[src/rtl/div_pkg.sv]
// Shared types and sizing helpers for the sequential divider.
package div_pkg;

    localparam int DEFAULT_WIDTH = 4;

    typedef enum logic [1:0] {
        IDLE,
        CALC,
        DONE
    } state_t;

    function automatic int cnt_width(input int width);
        return $clog2(width + 1);
    endfunction

endpackage

[src/rtl/div_step.sv]
// One restoring-division step: shift in the next dividend bit, compare, subtract.
module div_step
    import div_pkg::*;
#(
    parameter int WIDTH = DEFAULT_WIDTH
) (
    input  logic [WIDTH-1:0] rem,
    input  logic             next_bit,
    input  logic [WIDTH-1:0] divisor,
    output logic [WIDTH-1:0] new_rem,
    output logic             q_bit
);

    logic [WIDTH:0]   trial;
    logic [WIDTH-1:0] diff;

    // rem < divisor holds throughout a division, so trial < 2*divisor and the
    // difference always fits in WIDTH bits.
    always_comb begin
        trial   = {rem, next_bit};
        q_bit   = (trial >= {1'b0, divisor});
        diff    = trial[WIDTH-1:0] - divisor;
        new_rem = q_bit ? diff : trial[WIDTH-1:0];
    end

endmodule

[src/rtl/seq_divider.sv]
// Multi-cycle unsigned restoring divider, one quotient bit per clock.
//   state | meaning
//   IDLE  | waiting for start
//   CALC  | computing, one quotient bit per cycle
//   DONE  | results valid, done pulse; may accept a new start
module seq_divider
    import div_pkg::*;
#(
    parameter int WIDTH = DEFAULT_WIDTH
) (
    input  logic             clk,
    input  logic             rst_n,
    input  logic             start,
    input  logic [WIDTH-1:0] dividend,
    input  logic [WIDTH-1:0] divisor,
    output logic             busy,
    output logic             done,
    output logic [WIDTH-1:0] quotient,
    output logic [WIDTH-1:0] remainder,
    output logic             div_by_zero
);

    localparam int CW = cnt_width(WIDTH);

    state_t           state_q;
    state_t           state_d;
    logic [CW-1:0]    cnt_q;
    logic [WIDTH-1:0] dvd_q;
    logic [WIDTH-1:0] dvs_q;
    logic [WIDTH-1:0] rem_q;
    logic [WIDTH-1:0] new_rem;
    logic             q_bit;
    logic             accept;
    logic             last_step;

    assign accept    = start && (state_q != CALC);
    assign last_step = (state_q == CALC) && (cnt_q == CW'(1));

    div_step #(.WIDTH(WIDTH)) u_step (
        .rem      (rem_q),
        .next_bit (dvd_q[WIDTH-1]),
        .divisor  (dvs_q),
        .new_rem  (new_rem),
        .q_bit    (q_bit)
    );

    always_ff @(posedge clk or negedge rst_n) begin
        if (!rst_n) begin
            state_q <= IDLE;
        end else begin
            state_q <= state_d;
        end
    end

    always_comb begin
        state_d = state_q;
        busy    = 1'b0;
        done    = 1'b0;
        unique case (state_q)
            IDLE: begin
                if (start) begin
                    state_d = (divisor == '0) ? DONE : CALC;
                end
            end
            CALC: begin
                busy = 1'b1;
                if (cnt_q == CW'(1)) begin
                    state_d = DONE;
                end
            end
            DONE: begin
                done = 1'b1;
                if (start) begin
                    state_d = (divisor == '0) ? DONE : CALC;
                end else begin
                    state_d = IDLE;
                end
            end
            default: state_d = IDLE;
        endcase
    end

    // The dividend register doubles as the quotient register: dividend bits
    // leave at the MSB while quotient bits enter at the LSB.
    always_ff @(posedge clk or negedge rst_n) begin
        if (!rst_n) begin
            cnt_q       <= '0;
            dvd_q       <= '0;
            dvs_q       <= '0;
            rem_q       <= '0;
            quotient    <= '0;
            remainder   <= '0;
            div_by_zero <= 1'b0;
        end else if (accept) begin
            cnt_q       <= CW'(WIDTH);
            dvd_q       <= dividend;
            dvs_q       <= divisor;
            rem_q       <= '0;
            div_by_zero <= 1'b0;
            if (divisor == '0) begin
                quotient    <= '1;
                remainder   <= dividend;
                div_by_zero <= 1'b1;
            end
        end else if (state_q == CALC) begin
            cnt_q <= cnt_q - CW'(1);
            dvd_q <= {dvd_q[WIDTH-2:0], q_bit};
            rem_q <= new_rem;
            if (last_step) begin
                quotient  <= {dvd_q[WIDTH-2:0], q_bit};
                remainder <= new_rem;
            end
        end
    end

endmodule

[config.mk]
export PLATFORM = sky130hd
export DESIGN_NAME = seq_divider
export DESIGN_NICKNAME = d
export VERILOG_FILES = /design/src/rtl/div_pkg.sv /design/src/rtl/div_step.sv /design/src/rtl/seq_divider.sv
export SDC_FILE = /design/constraint.sdc
export NUM_CORES = 1
export LEC_CHECK = 0
export ABC_CLOCK_PERIOD_IN_PS = 2900
export CORE_ASPECT_RATIO = 1.75
export CORE_MARGIN = 2
export CORE_UTILIZATION = 50
export DETAILED_ROUTE_END_ITERATION = 10
export HOLD_SLACK_MARGIN = 0.08
export PLACE_DENSITY = 0.75
export SLEW_MARGIN = 20
export SYNTH_ARGS = -nofsm -noshare
export SYNTH_HDL_FRONTEND = slang
export SYNTH_HIERARCHICAL = 1
export SYNTH_SLANG_ARGS = --single-unit
[constraint.sdc]
create_clock -name clk -period 2.9 [get_ports clk]
set_input_delay 0.58 -clock clk [delete_from_list [all_inputs] [get_ports clk]]
set_output_delay 0.58 -clock clk [all_outputs]
set_load 0.02 [all_outputs]
==> results of run 1 <==
-- final cells by class --
cell class | count | area share, %
timing repair buffer | 24 | 13.8
inverter | 10 | 2.22
sequential | 26 | 38.5
multi-input combinational | 94 | 40.2
clock buffer | 4 | 3.26
tap | 27 | 2.00
-- final timing paths --
kind,to,depth (start not counted),slack (ns)
max,busy,3,0.60
min in group asynchronous,cnt_q[0],2,0.68
max reg2reg,remainder[2],8,1.03
min,dvs_q[3],1,0.52
max in group asynchronous,rem_q[3],2,1.97
min reg2reg,dvs_q[3],1,0.52
-- synthesized netlist by cell type --
library cell and n:
dfrtp_1 26, nand2_1 15, nor2_1 11, o21ai_0 11, inv_1 9, mux2i_1 7, nand2b_1 7, a21oi_1 6
ha_1 6, mux2_2 4, o221a_2 3, buf_2 2, nand3_1 2, nor2b_1 2, nor3_1 2, a211oi_1 1
a21oi_4 1, and3b_1 1, and4bb_2 1, buf_4 1, fa_1 1, inv_2 1, mux2_4 1, nand2_2 1
nand4_1 1, nand4bb_1 1, nor2_2 1, nor2_4 1, nor4_1 1, o21ai_2 1, o221a_1 1, o22ai_1 1
o31ai_4 1, or4_4 1, xnor2_1 1
-- worst max-delay path: cells and delay by family, from the launching register on --
family / cells / cell delay, ns
DFF: 1 / 0.41
and+or+nand+nor: 1 / 0.30
buffers and inverters: 2 / 0.75
-- sequential cells by signal, summed over array words and instances, names as in the netlist --
name and cells:
rem_q 4, remainder 4, dvd_q 4, div_by_zero 1, quotient 4, dvs_q 4, cnt_q 3, state_q 2
-- routing by layer --
layer,track usage [%],share of wire (%),vias up
li1,-,-,511
met1,22.0,40,498
met2,36.9,58,12
met3,1.47,2.2,2
met4,5.05,0.46,0
met5,0,0,-
-- power by group through the flow --
stage / clock network [mW] / registers, mW / logic, mW
final: 0.226 / 0.657 / 1.15
after global routing: 0.250 / 0.676 / 1.28
after CTS: 0.232 / 0.657 / 1.17
after detailed placement: 0 / 0.663 / 1.16
after global placement: 0 / 0.655 / 1.11
after floorplan: 0 / 0.697 / 0.780
-- stage by stage --
| step | area (µm²) | setup slack (ns) | std cells | hold slack (ns) |
|---|---|---|---|---|
| after floorplan | 1380 | 1.18 | 133 | 0.284 |
| after global placement | 1630 | 0.652 | 181 | 0.486 |
| after detailed placement | 1630 | 0.638 | 181 | 0.507 |
| after CTS | 1690 | 0.605 | 185 | 0.528 |
| after global routing | 1690 | 0.521 | 185 | 0.541 |
| final | 1690 | 0.601 | 185 | 0.520 |
-- cell families (layout without fill, tap and decap cells) --
kind of cell	count (synthesis)	in the layout
simple gates	48	48
compound gates	26	26
flops	26	26
buf+inv	13	38
mux	12	12
fa+ha+maj	7	7
xor+xnor	1	1
==> results_dict.tcl, run 1 <==
set metrics [dict create \
    clkTransAtPathRegs_ns 0.09 \
    worstPathCellList "nand2b_1, inv_2, clkdlybuf4s50_1" \
    peakVddDrop_uv 916 \
    critical_path_required_ns 2.32 \
    finalCritPeriodShare_pct 79.3 \
    crit_type "reg2out" \
    die_h_um 73.6 \
    synth_warnings 6 \
    grt_pass1_vias 1047 \
    numPortBuffers 21 \
    numCtsBuffers 3 \
    setup_viol 0 \
    grt_usage_pct 19.2 \
    drc 0 \
    synthAdderAreaFrac_pct 6.87 \
    tritoncts "yes" \
    slew_headroom_pct 75.1 \
    end_kind "output port" \
    grt_max_degree 27 \
    multiInputGateArea_um2 678 \
    p_sw_share_pct 40.8 \
    rsz0062_at_grt "no" \
    io_pins 22 \
    diodes 0 \
    drt_first_pass_iters 4 \
    synthXorXnorAreaFrac_pct 0.633 \
    synth-simple-area-share_pct 18.4 \
    p_total_mw 2.04 \
    synth_top_area_share_pct 47.0 \
    vias 1023 \
    layout.nets 177 \
    rr_startpoint "dvs_q[2]" \
    synth_compound_area_share_pct 13.7 \
    overflow 0 \
    worstPathMaxFanout 9 \
    synth_mux_area_share_pct 9.40 \
    synth_fp_nets 151 \
    via_per_inst 5.53 \
    fmax_mhz 435 \
    p_per_area_nw_per_um2 1210 \
    initialDrtViolationCount 49 \
    cts_resized 0 \
    rows 25 \
    layout.cells.most_common_list "dfrtp_1 (26), clkdlybuf4s50_1 (21), nand2_1 (15)" \
    min_path_type "reg2reg" \
    slew_viol_final 0 \
    ys_types 35 \
    finalHoldViolations 0 \
    final_common_cell "dfrtp_1" \
    status "completed" \
    cap_violations 0 \
    avgSynthCellArea_um2 10.4 \
    synth_seq_cells 26 \
    slowest_delay_ns 0.61 \
    clock_skew_ns 0.00259 \
    worst_pin_slew_ns 0.370 \
    worstSetupStartpoint "state_q[1]" \
    wl_per_cell_um 15.2 \
    cts_setup_buffers 0 \
    p_sw_mw 0.830 \
    clkPwrFrac_pct 11.1 \
    start_util_pct 52.0 \
    wirelength_um 2810 \
    clockBufferDepth 2 \
    fillCellCount 218 \
    ctsHtreeMaxLevel 1 \
    die-area_um2 3220 \
    fin_crit_ns 2.30 \
    finish.utilization_pct 63.5 \
    netlist_area_um2 1380 \
    synth_top_family_by_area "simple AND/OR/NAND/NOR gates" \
    leakage_nw 0.747 \
    synthCells 133 \
    synth_top_cell_by_area "dfrtp_1" \
    critPathSlowestCell "clkdlybuf4s50_1" \
    antenna_found_initial 0 \
    arrival_ns 1.72 \
    drive_above_1_share_pct 15.2 \
    seqPwrFrac_pct 32.3 \
    cts.sinks 26 \
    tns_ns 0 \
    hold_buffers 0 \
    gp_congestion 0.742 \
    syn2layout_area_growth_pct 22.0 \
    clock-root-buffer "clkbuf_8" \
    start_kind "flop" \
    clock_latency_ns 0.26 \
    regArea_um2 651 \
    die_w_um 43.8 \
    internal_power_mw 1.21 \
    grt_pass1_wl_um 4640 \
    ys_seq_area_share_pct 47.0 \
    ant_nets 0 \
    dp_hpwl_um 2270 \
    comb_power_share_pct 56.6 \
    synth_area_leaders "dfrtp_1 (47%), ha_1 (5.4%), mux2i_1 (5.1%)" \
    hold_path_startpoint "dvs_q[3]" \
    coreArea_um2 2660 \
]
No activity file was read; power rests on OpenSTA's default activity.
==> run 2: changes to the inputs <==
--- a/config.mk
+++ b/config.mk
@@ -5,13 +5,13 @@
 export SDC_FILE = /design/constraint.sdc
 export NUM_CORES = 1
 export LEC_CHECK = 0
-export ABC_CLOCK_PERIOD_IN_PS = 2900
+export ABC_CLOCK_PERIOD_IN_PS = 2100
 export CORE_ASPECT_RATIO = 1.75
 export CORE_MARGIN = 2
-export CORE_UTILIZATION = 50
+export CORE_UTILIZATION = 47
 export DETAILED_ROUTE_END_ITERATION = 10
 export HOLD_SLACK_MARGIN = 0.08
-export PLACE_DENSITY = 0.75
+export PLACE_DENSITY = 0.74
 export SLEW_MARGIN = 20
 export SYNTH_ARGS = -nofsm -noshare
 export SYNTH_HDL_FRONTEND = slang
==> constraint.sdc (replaced) <==
create_clock -name clk -period 2.1 [get_ports clk]
set_input_delay 0.42 -clock clk [delete_from_list [all_inputs] [get_ports clk]]
set_output_delay 0.42 -clock clk [all_outputs]
set_load 0.02 [all_outputs]
==> run 2 against run 1 <==
  * Design area up 2.4%
  * Worst hold slack lost 0.015 ns
  * Cell count up 2.2%
  * Critical path depth unchanged
==> results_dict.tcl, run 2 (synthesis results as in run 1) <==
set metrics [dict create \
    final_common_cell "dfrtp_1" \
    layout.nets 180 \
    hold_path_startpoint "cnt_q[1]" \
    wl_per_cell_um 14.8 \
    numCtsBuffers 3 \
    grt_max_degree 27 \
    rsz0062_at_grt "no" \
    clock-root-buffer "clkbuf_8" \
    vias 1047 \
    clock_skew_ns 0.00476 \
    gp_congestion 0.787 \
    die_h_um 75.8 \
    fin_crit_ns 1.99 \
    rr_worst_depth 7 \
    ant_nets 0 \
    end_kind "output port" \
    r2r_slack_ns 0.19 \
    start_util_pct 48.3 \
    drc 0 \
    min_path_type "reg2reg" \
    rr_startpoint "rem_q[1]" \
    tritoncts "yes" \
    place_worst_setup_slack_ns 0.0662 \
    leakage_nw 0.768 \
    arrival_ns 1.57 \
    grt_usage_pct 18.7 \
    initialDrtViolationCount 25 \
    critical_path_required_ns 1.68 \
    numPortBuffers 21 \
    fmax_mhz 503 \
    slew_headroom_pct 74.3 \
    wirelength_um 2800 \
    p_per_area_nw_per_um2 1680 \
    worstPathMaxFanout 5 \
    finalHoldViolations 0 \
    hold_buffers 0 \
    crit_type "reg2out" \
    status "completed" \
    diodes 0 \
    antenna_found_initial 0 \
    setup_viol 0 \
    drt_first_pass_iters 4 \
    cts.sinks 26 \
    io_pins 22 \
    finalCritPeriodShare_pct 94.7 \
    grt_pass1_wl_um 4650 \
    dp_hpwl_um 2180 \
    cts_resized 0 \
    drive_above_1_share_pct 16.8 \
    dpl_cell_area_um2 1660 \
    worst_pin_slew_ns 0.382 \
    rows 26 \
    overflow 0 \
    hold_path_end "cnt_q[1]" \
    setup_ws_ns 0.112 \
    start_kind "flop" \
    timing.rr.end "remainder[2]" \
    fin_cells 189 \
    cap_violations 0 \
    coreArea_um2 2860 \
    clockBufferDepth 2 \
    design_area_um2 1730 \
    hold_depth 2 \
    via_per_inst 5.54 \
    tns_ns 0 \
    cts_setup_buffers 0 \
    syn2layout_area_growth_pct 24.9 \
    dp_cells 185 \
    clkTransAtPathRegs_ns 0.08 \
    worstSetupStartpoint "state_q[1]" \
    die-area_um2 3410 \
    grt_pass1_vias 1072 \
    peakVddDrop_uv 1200 \
    layout.cells.most_common_list "dfrtp_1 (26), clkdlybuf4s50_1 (21), nand2_1 (15)" \
    p_total_mw 2.91 \
    slew_viol_final 0 \
    die_w_um 45.0 \
    clock_latency_ns 0.27 \
    ctsHtreeMaxLevel 1 \
]
==> run 2: changes by cell type in the layout (fill, tap and decap cells not counted) <==
cell,delta
clkbuf_8,-1
buf_4,+3
bufinv_16,+1
==> run 2: cell type report <==
type	count	area, µm²
Tap cell	28	35.0
Fill cell	236	1130
Sequential cell	26	651
Inverter	10	37.5
Multi-Input combinational cell	94	678
Timing Repair Buffer	27	255
Clock inverter	1	30.0
Clock buffer	3	41.3
==> run 2: per-layer routing <==
metal / part of all wire [%] / GRT usage (%) / up-vias
met5: 0 / 0 / -
met4: 2.8 / 9.15 / 0
met3: 3.1 / 2.84 / 9
met2: 55 / 34.3 / 21
met1: 39 / 20.0 / 503
li1: - / - / 514
==> run 2: worst max-delay path, stage by stage (launching register included) <==
cell	delay, ns
dfrtp_1	0.41
nand2b_1	0.21
inv_2	0.09
clkdlybuf4s50_1	0.60
==> run 2: how the worst max path moves through the flow <==
stage,to,cells past startpoint
floorplan,remainder[2],7
global placement,remainder[3],4
detailed placement,remainder[2],4
CTS,busy,3
global route,busy,3
finish,busy,3
==> run 2: through the flow <==
stage / utilization (%) / hold WS (ns)
after floorplan: - / 0.124
after global placement: 57.9 / 0.482
after detailed placement: 57.9 / 0.492
after CTS: 60.4 / 0.511
after global routing: 60.4 / 0.534
final: 60.4 / 0.505
==> run 2: power by group <==
part | total (mW) | switching [mW] | internal, mW
registers | 0.906 | 0.167 | 0.739
clock network | 0.408 | 0.153 | 0.255
logic | 1.59 | 0.825 | 0.770
total | 2.91 | 1.14 | 1.76
